[src/rtl/fir_pkg.sv]
// fir_pkg: shared fixed-point helpers for the FIR blocks.
//   wide_t        - signed working width used for every intermediate product/sum
//   COEF_SHIFT    - product shift for the default Q1.7 coefficient format
//   coef_shift    - product shift for an arbitrary coefficient width
//   sat_to        - clamp a wide value to a signed N-bit range
//   sat_add       - saturating add, clamped to a signed N-bit range
//   mul_shift_sat - full-width multiply, floor shift, clamp to a signed N-bit range
package fir_pkg;

  // Wide enough for a product of two signed 16-bit operands plus headroom.
  localparam int WIDE_W              = 48;
  localparam int DEF_TAP_COEFF_WIDTH = 8;
  localparam int COEF_SHIFT          = DEF_TAP_COEFF_WIDTH - 1;

  typedef logic signed [WIDE_W-1:0] wide_t;

  // Coefficients are Q1.(W-1), so a product is rescaled by W-1 bits.
  function automatic int coef_shift(input int coeff_width);
    return coeff_width - 1;
  endfunction

  function automatic wide_t sat_to(input wide_t v, input int width);
    wide_t hi;
    wide_t lo;
    hi = (wide_t'(1) <<< (width - 1)) - wide_t'(1);
    lo = -(wide_t'(1) <<< (width - 1));
    if (v > hi)      return hi;
    else if (v < lo) return lo;
    else             return v;
  endfunction

  function automatic wide_t sat_add(input wide_t a, input wide_t b, input int width);
    return sat_to(a + b, width);
  endfunction

  // >>> on a signed operand is an arithmetic shift, i.e. floor division.
  function automatic wide_t mul_shift_sat(input wide_t h, input wide_t w,
                                          input int shift, input int width);
    wide_t p;
    p = h * w;
    return sat_to(p >>> shift, width);
  endfunction

endpackage

[src/rtl/fir_sat_dot.sv]
// fir_sat_dot: combinational saturating dot product of a sample window and
// a coefficient set.
//   window - samples, index 0 is the newest
//   coeffs - h[k], applied to window[k]
//   y      - saturated filter result
// Summation follows the transposed-chain order (oldest tap first) with a
// clamp after every addition, so results match the transposed FIR exactly,
// including when intermediate sums saturate.
module fir_sat_dot
  import fir_pkg::*;
#(
  parameter int DATA_WIDTH      = 8,
  parameter int TAP_COEFF_WIDTH = 8,
  parameter int NUM_TAPS        = 16
) (
  input  logic signed [DATA_WIDTH-1:0]      window [NUM_TAPS-1:0],
  input  logic signed [TAP_COEFF_WIDTH-1:0] coeffs [NUM_TAPS-1:0],
  output logic signed [DATA_WIDTH-1:0]      y
);

  localparam int SHIFT = coef_shift(TAP_COEFF_WIDTH);

  wide_t acc;

  always_comb begin
    acc = mul_shift_sat(wide_t'(coeffs[NUM_TAPS-1]), wide_t'(window[NUM_TAPS-1]),
                        SHIFT, DATA_WIDTH);
    for (int k = NUM_TAPS - 2; k >= 0; k--) begin
      acc = sat_add(mul_shift_sat(wide_t'(coeffs[k]), wide_t'(window[k]), SHIFT, DATA_WIDTH),
                    acc, DATA_WIDTH);
    end
    // acc is already clamped to the DATA_WIDTH range, so truncation is lossless.
    y = DATA_WIDTH'(acc);
  end

endmodule

[src/rtl/fir_decim.sv]
// fir_decim: decimating FIR filter, one saturated output per DECIM accepted inputs.
//   clk, rst      - clock, asynchronous active-high reset
//   clear         - synchronous flush of history and phase (coefficients kept)
//   in_valid, in  - input sample handshake and data
//   coeff_load    - capture tap_coeffs into the coefficient registers
//   tap_coeffs    - h[k], k=0 applied to the newest sample
//   out_valid     - one-cycle pulse marking a new out
//   out           - registered decimated sample
//   phase         - samples accepted since the last output
module fir_decim
  import fir_pkg::*;
#(
  parameter  int DATA_WIDTH      = 8,
  parameter  int TAP_COEFF_WIDTH = 8,
  parameter  int NUM_TAPS        = 16,
  parameter  int DECIM           = 4,
  localparam int PHASE_W         = (DECIM > 1) ? $clog2(DECIM) : 1
) (
  input  logic                              clk,
  input  logic                              rst,
  input  logic                              clear,
  input  logic                              in_valid,
  input  logic signed [DATA_WIDTH-1:0]      in,
  input  logic                              coeff_load,
  input  logic signed [TAP_COEFF_WIDTH-1:0] tap_coeffs [NUM_TAPS-1:0],
  output logic                              out_valid,
  output logic signed [DATA_WIDTH-1:0]      out,
  output logic [PHASE_W-1:0]                phase
);

  localparam logic [PHASE_W-1:0] LAST_PHASE = PHASE_W'(DECIM - 1);

  logic signed [DATA_WIDTH-1:0]      hist_p0   [NUM_TAPS-2:0];
  logic signed [TAP_COEFF_WIDTH-1:0] coeff_p0  [NUM_TAPS-1:0];
  logic signed [DATA_WIDTH-1:0]      window_p0 [NUM_TAPS-1:0];
  logic signed [DATA_WIDTH-1:0]      y_p0;
  logic [PHASE_W-1:0]                phase_p0;
  logic signed [DATA_WIDTH-1:0]      out_p1;
  logic                              vld_p1;
  logic                              accept;
  logic                              out_instant;

  // clear wins over a coincident in_valid: the sample is dropped.
  assign accept      = in_valid && !clear;
  assign out_instant = accept && (phase_p0 == LAST_PHASE);

  // ---- stage p0: window = {incoming sample, stored history} ----
  always_comb begin
    window_p0[0] = in;
    for (int k = 1; k < NUM_TAPS; k++) begin
      window_p0[k] = hist_p0[k-1];
    end
  end

  fir_sat_dot #(
    .DATA_WIDTH     (DATA_WIDTH),
    .TAP_COEFF_WIDTH(TAP_COEFF_WIDTH),
    .NUM_TAPS       (NUM_TAPS)
  ) u_dot (
    .window(window_p0),
    .coeffs(coeff_p0),
    .y     (y_p0)
  );

  // History and phase; both flushed by clear, held across in_valid gaps.
  always_ff @(posedge clk or posedge rst) begin
    if (rst) begin
      for (int k = 0; k < NUM_TAPS - 1; k++) hist_p0[k] <= '0;
      phase_p0 <= '0;
    end else if (clear) begin
      for (int k = 0; k < NUM_TAPS - 1; k++) hist_p0[k] <= '0;
      phase_p0 <= '0;
    end else if (in_valid) begin
      hist_p0[0] <= in;
      for (int k = 1; k < NUM_TAPS - 1; k++) hist_p0[k] <= hist_p0[k-1];
      phase_p0 <= (phase_p0 == LAST_PHASE) ? '0 : phase_p0 + PHASE_W'(1);
    end
  end

  // Coefficients load at the edge, so an output computed on that same edge
  // still sees the previous set.
  always_ff @(posedge clk or posedge rst) begin
    if (rst) begin
      for (int k = 0; k < NUM_TAPS; k++) coeff_p0[k] <= '0;
    end else if (coeff_load) begin
      coeff_p0 <= tap_coeffs;
    end
  end

  // ---- stage p1: registered output and its valid pulse ----
  always_ff @(posedge clk or posedge rst) begin
    if (rst) begin
      out_p1 <= '0;
      vld_p1 <= 1'b0;
    end else begin
      vld_p1 <= out_instant;
      if (out_instant) out_p1 <= y_p0;
    end
  end

  assign out       = out_p1;
  assign out_valid = vld_p1;
  assign phase     = phase_p0;

endmodule

[config.mk]
export PLATFORM = sky130hd
export DESIGN_NAME = fir_decim
export DESIGN_NICKNAME = d
export VERILOG_FILES = /design/src/rtl/fir_pkg.sv /design/src/rtl/fir_sat_dot.sv /design/src/rtl/fir_decim.sv
export SDC_FILE = /design/constraint.sdc
export NUM_CORES = 2
export LEC_CHECK = 0
export BUFFER_PORTS_ARGS = -buffer_cell sky130_fd_sc_hd__buf_4
export CAP_MARGIN = 20
export CORE_ASPECT_RATIO = 0.6
export CORE_MARGIN = 3
export CORE_UTILIZATION = 45
export DETAILED_ROUTE_END_ITERATION = 12
export PLACE_DENSITY_LB_ADDON = 0.2
export SYNTH_ARGS = -nofsm -noshare
export SYNTH_HDL_FRONTEND = slang
export SYNTH_SLANG_ARGS = --single-unit
[constraint.sdc]
create_clock -name clk -period 74.6 [get_ports clk]
set_input_delay 7.46 -clock clk [delete_from_list [all_inputs] [get_ports clk]]
set_output_delay 7.46 -clock clk [all_outputs]
set_load 0.1 [all_outputs]
# After elaboration in Yosys (flattened, before gate mapping)
# Index checks and enable logic that the tools add are counted.
[word_totals]
register_bits = 259
latch_bits = 0
mem_bits_rw = 0
rom_bits = 0
inputBits = 141
output_inout_bits = 11
wordCells = 200
n_memories = 0
[classes]
n_addsub = 16
n_mul = 16
n_div = 0
n_lt_le_gt_ge = 62
n_eq_ne = 1
shifts = 0
muxes = 67
bitwise = 0
reduce_logical = 4
[ops]
columns = ["op", "count"]
rows = [
  ["48-bit two-way mux", 60],
  ["48-bit adder", 15],
  ["48-bit by 8-bit greater-than comparator with 1-bit output (second input constant)", 15],
  ["48-bit by 8-bit less-than comparator with 1-bit output (second input constant)", 15],
  ["8-bit by 8-bit multiplier with 16-bit output", 16],
  ["120-bit two-way mux", 2],
  ["9-bit by 8-bit greater-than comparator with 1-bit output (second input constant)", 16],
  ["9-bit by 8-bit less-than comparator with 1-bit output (second input constant)", 16],
  ["8-bit two-way mux", 2],
  ["2-bit two-way mux", 3],
  ["2-bit by 1-bit adder with 2-bit output (second input constant)", 1],
  ["2-bit == test (second input constant)", 1],
  ["1-bit logical AND", 2],
  ["2-bit nonzero test", 1],
  ["1-bit zero test", 1],
]

# Depth between registers and ports, before layout
[logic_depth]
ltp_word = 64
mapped_depth = 423

# By module
# A second synthesis with hierarchy kept.
[hier_totals]
cells_unflattened = 11361
hier_area_um2 = 91381.4
[by_module_without_submodules]
columns = ["module", "instances", "cells_per_inst", "area_per_inst_um2", "seq_area_each_um2"]
rows = [
  ["fir_sat_dot", 1, 10676, 81316.7, 0.0],
  ["fir_decim", 1, 685, 10064.7, 6481.2],
]

# Worst setup path after synthesis
# No wires, ideal clock.
[synth_path]
path_type = "register to register"
from = "register hist_p0[111] (netlist name)"
to = "register out_p1[0], in the netlist out[0]"
t_arrival_ps = 78836
slack_ps = -4328
stages_incl_launch_ff = 367
cell_sequence = "dfrtp_1 -> clkbuf_1 -> nand2b_1 -> fa_1 -> fa_1 -> inv_1 -> fa_1 -> inv_1 -> fa_1 -> inv_1 -> ha_1 -> a21oi_1 -> inv_1 -> a21oi_1 -> inv_1 -> a21oi_1 -> inv_1 -> a21oi_1 -> [... 331 more ...] -> o21ai_0 -> a21oi_1 -> o31ai_1 -> o21ai_0 -> a21o_1 -> a21oi_1 -> o31ai_1 -> o21ai_0 -> or3_1 -> a31oi_1 -> o21ba_2 -> o21ai_0 -> a21oi_1 -> xnor2_1 -> or4_1 -> nand4_1 -> nand2_1 -> o31ai_2"
[synth_between]
elab_chain_cells = 64
word_cells_on_any_way = 80
cone_classes = "15 x add/sub; 1 x mul; 32 x order compare; 32 x mux"
[synth_rtl]
columns = ["item", "line", "text"]
rows = [
  ["start: declaration", "fir_decim.sv:33", "logic signed [DATA_WIDTH-1:0] hist_p0 [NUM_TAPS-2:0];"],
  ["8-bit by 8-bit multiplier with 16-bit output (*)", "fir_pkg.sv:40", "p = h * w;"],
  ["9-bit by 8-bit less-than comparator with 1-bit output", "fir_pkg.sv:28", "else if (v < lo) return lo;"],
  ["48-bit two-way mux", "fir_pkg.sv:28", ""],
  ["48-bit two-way mux (*)", "fir_pkg.sv:27", "if (v > hi) return hi;"],
  ["48-bit adder (*)", "fir_pkg.sv:33", "return sat_to(a + b, width);"],
  ["48-bit by 8-bit less-than comparator with 1-bit output", "fir_pkg.sv:28", ""],
  ["48-bit two-way mux", "fir_pkg.sv:28", ""],
  ["48-bit two-way mux (*)", "fir_pkg.sv:27", ""],
  ["[... 48 more ...]", "--", ""],
  ["48-bit adder (*)", "fir_pkg.sv:33", ""],
  ["48-bit by 8-bit less-than comparator with 1-bit output", "fir_pkg.sv:28", ""],
  ["48-bit two-way mux", "fir_pkg.sv:28", ""],
  ["48-bit two-way mux (*)", "fir_pkg.sv:27", ""],
  ["48-bit adder (*)", "fir_pkg.sv:33", ""],
  ["48-bit by 8-bit less-than comparator with 1-bit output", "fir_pkg.sv:28", ""],
  ["8-bit two-way mux", "fir_pkg.sv:28", ""],
  ["8-bit two-way mux (*)", "fir_pkg.sv:27", ""],
  ["end signal: assignment", "fir_decim.sv:97", "if (out_instant) out_p1 <= y_p0;"],
  ["end: declaration", "fir_decim.sv:38", "logic signed [DATA_WIDTH-1:0] out_p1;"],
]
# Every way passes the cells marked *; elsewhere a longest branch is shown, timed or not.
# A chain may end at the register's enable or synchronous reset.

# Final worst setup path
[layout_path]
from = "register hist_p0[104] (netlist name)"
to = "register out_p1[6], in the netlist out[6]"
# Same word-level chain as after synthesis.

==> results.cfg <==
[run_status]
status = complete, but fails checks
violations = setup timing

[hold_path]
hold_path.class = reg -> reg

[job]
max_cap_viol_count = 0

[placement]
place_ws_ps = -7480
place_inst = 16500
place.gp.congestion = 1.01
dp_hpwl_um = 279000
portBuffers = 151
detailed_place.area_mm2 = 0.116

[power_and_ir_drop]
leakagePower_nw = 67.2
total_power_mw = 3.58
power.density_mw_per_mm2 = 28.8
ir_drop_uv = 116

[finish]
nets = 16500
fill_cells = 16900
drive_above_1_share_pct = 31.7
layout.cells.non_filler = 17000
area_delta_synth_final_pct = 38.9
stdcell_area_mm2 = 0.124

[global_routing]
grt_max_degree = 90
grt_first_pass_wirelength_um = 534000
antenna_found_initial = 9
grt_usage_pct = 32.5
grt_pass1_vias = 93900
globalRoute.totalOverflow = 0

[die]
coreArea_mm2 = 0.197
start_util_pct = 45.4
die_w_um = 582
dieArea_mm2 = 0.205
die_h_um = 352
ios = 152
num_rows = 126

[drt]
drt_iter0_drc = 8426
wl_um = 342000
dr.pass1.iters = 6
post_drt_wl_per_cell_um = 20.1
postRouteAntennaNets = 0
drc_errors = 0
via_per_inst = 5.62
dr_total_vias = 95600

[sta]
fmax_mhz = 12.9
maxSlewHeadroom_pct = 22.2
setup_viol = 8
finClkSkew_ps = 49.2
setup_ws_ps = -3050
rsz0062_at_grt = true
finalHoldViolCount = 0
period_share_pct = 104
period_minus_slack_ps = 77650
worstMarginPinSlew_ps = 1160
slew_viol_final = 0

[clocking]
clk_pin_slew_ps = 60
cts_buffers = 35
root_buffer = clkbuf_16
clock_sinks = 259
clock_latency_ps = 640
cts_tree = yes
clockBufferDepth = 3
h-tree-depth = 2

[yosys]
synthTopCellsByCount = inv_1 (1,178), ha_1 (1,106), fa_1 (873)
syn-num-nets = 13200
synth_area_per_cell_um2 = 8.08
synthesis.area_mm2 = 0.0895
synth-seq-cells = 259
synthCells = 11100
synth_cell_types = 93
synth_edf_count = 0
synthArstFlopShare_pct = 100
synthTopCellsByArea = fa_1 (20%), ha_1 (15%), dfrtp_1 (7.2%), xnor2_1 (5.3%), inv_1 (4.9%)
yosysMostFrequentCell = inv_1
yosysTopAreaCell = fa_1
yosysWarnings = 0
seq_area_frac_synth_pct = 7.24
ys.flop_type = dfrtp_1
synth_top_area_share_pct = 19.5

[setup_path]
path_max_fanout = 20
crit_arrival_ps = 78180
cp_slowest_cell = or4b_2
cp_data_required_time_ps = 75120
end_kind = register
crit_path_max_incr_delay_ps = 700
crit_type = reg -> reg
worst_setup_path_start_kind = register
cp_common_cell = buf_4
==> timing repair <==
action,in CTS,in global routing
hold buffers,0,0
buffers inserted,361,75
resized for setup,626,329
gates cloned,1,3
pin swaps,355,210
setup endpoints to repair,8,8
==> cell usage in the layout, fill, tap and decap left out, types with 69 or more instances in the layout <==
cell type     n
ha_1       1060
nand4_1     164
a21oi_1     610
nor2b_1     100
a21o_1      341
mux2i_1     126
and3_1      112
buf_4      3519
nand3_1     180
inv_1      1166
nand2_1     730
o21ai_1      86
mux2_2      131
fa_1        859
dfrtp_1     257
nor2_1      734
o21ai_2      69
o21bai_1     91
nor3_1      156
o21a_1      510
nand2b_1    193
xnor2_1     485
a21oi_2      88
and2_1      593
o21ai_0     300
a22oi_1      71
xor2_1      213
==> metal layers <==
metal | global-route usage, % | wire length (um)
met1 | 52.3 | 173000
met2 | 42.9 | 128000
met3 | 8.73 | 36700
met4 | 4.27 | 4770
met5 | 0 | 13
==> worst max-delay path, delay by kind of cell (launching register included) <==
family                     cells  cell delay, ps
DFF                            1             410
and+or+nand+nor              104           21450
muxes                          1             100
AOI/OAI and AO/OA            126           23570
adders and majority gates     31            9400
xor gates and xnor gates      13            2400
buffers and inverters        157           20040
==> stage by stage <==
| stage | setup TNS (ps) | hold slack, ps | utilization [%] |
|---|---|---|---|
| global route | -48050 | 530 | 63.1 |
| global placement | -47220 | 466 | 58.6 |
| finish | -23130 | 503 | 63.1 |
| floorplan | 0 | 555 | - |
| detailed placement | -58770 | 474 | 58.6 |
| CTS | -232 | 491 | 61.9 |
==> final timing paths <==
check | start | endpoint | slack (ps) | cells past startpoint
min in group asynchronous | rst | coeff_p0[127] | 6910 | 2
hold reg to reg | out[7] | out[7] | 500 | 1
hold / removal | out[7] | out[7] | 500 | 1
max in group asynchronous | rst | out[2] | 65380 | 4
setup reg to reg | hist_p0[104] | out[6] | -3050 | 432
setup / recovery | hist_p0[104] | out[6] | -3050 | 432
==> cell families after synthesis <==
logic type,after synthesis,synth area share (%)
buffers and inverters,1532,6.44
xor gates and xnor gates,776,7.61
and+or+nand+nor,3454,19.9
DFF,259,7.24
muxes,258,3.07
adders and majority gates,1979,35.0
AOI/OAI and AO/OA,2825,20.8
==> area by class of cell <==
type                            instances  area, um^2  area share (%)
Timing Repair Buffer                 3576       27300            21.9
Clock inverter                         19         251           0.202
Antenna cell                            6        15.0          0.0121
Inverter                             1182        4450            3.57
Sequential cell                       259        6480            5.21
Clock buffer                           43         946           0.760
Multi-Input combinational cell       9292       81700            65.7
Tap cell                             2624        3280            2.64
==> sequential cells by signal, summed over array words and instances, names as in the netlist <==
signal and cells:
coeff_p0 128, hist_p0 120, out 8, out_valid 1, phase 2
==> power by group <==
group | leakage, nW | switching, mW | internal [mW] | total, mW
sequential | 3.31 | 0.0205 | 0.150 | 0.170
clock | 0.583 | 0.0840 | 0.106 | 0.190
combinational | 63.3 | 1.63 | 1.59 | 3.22
total | 67.2 | 1.74 | 1.84 | 3.58
(Power assumes the default switching activity.)
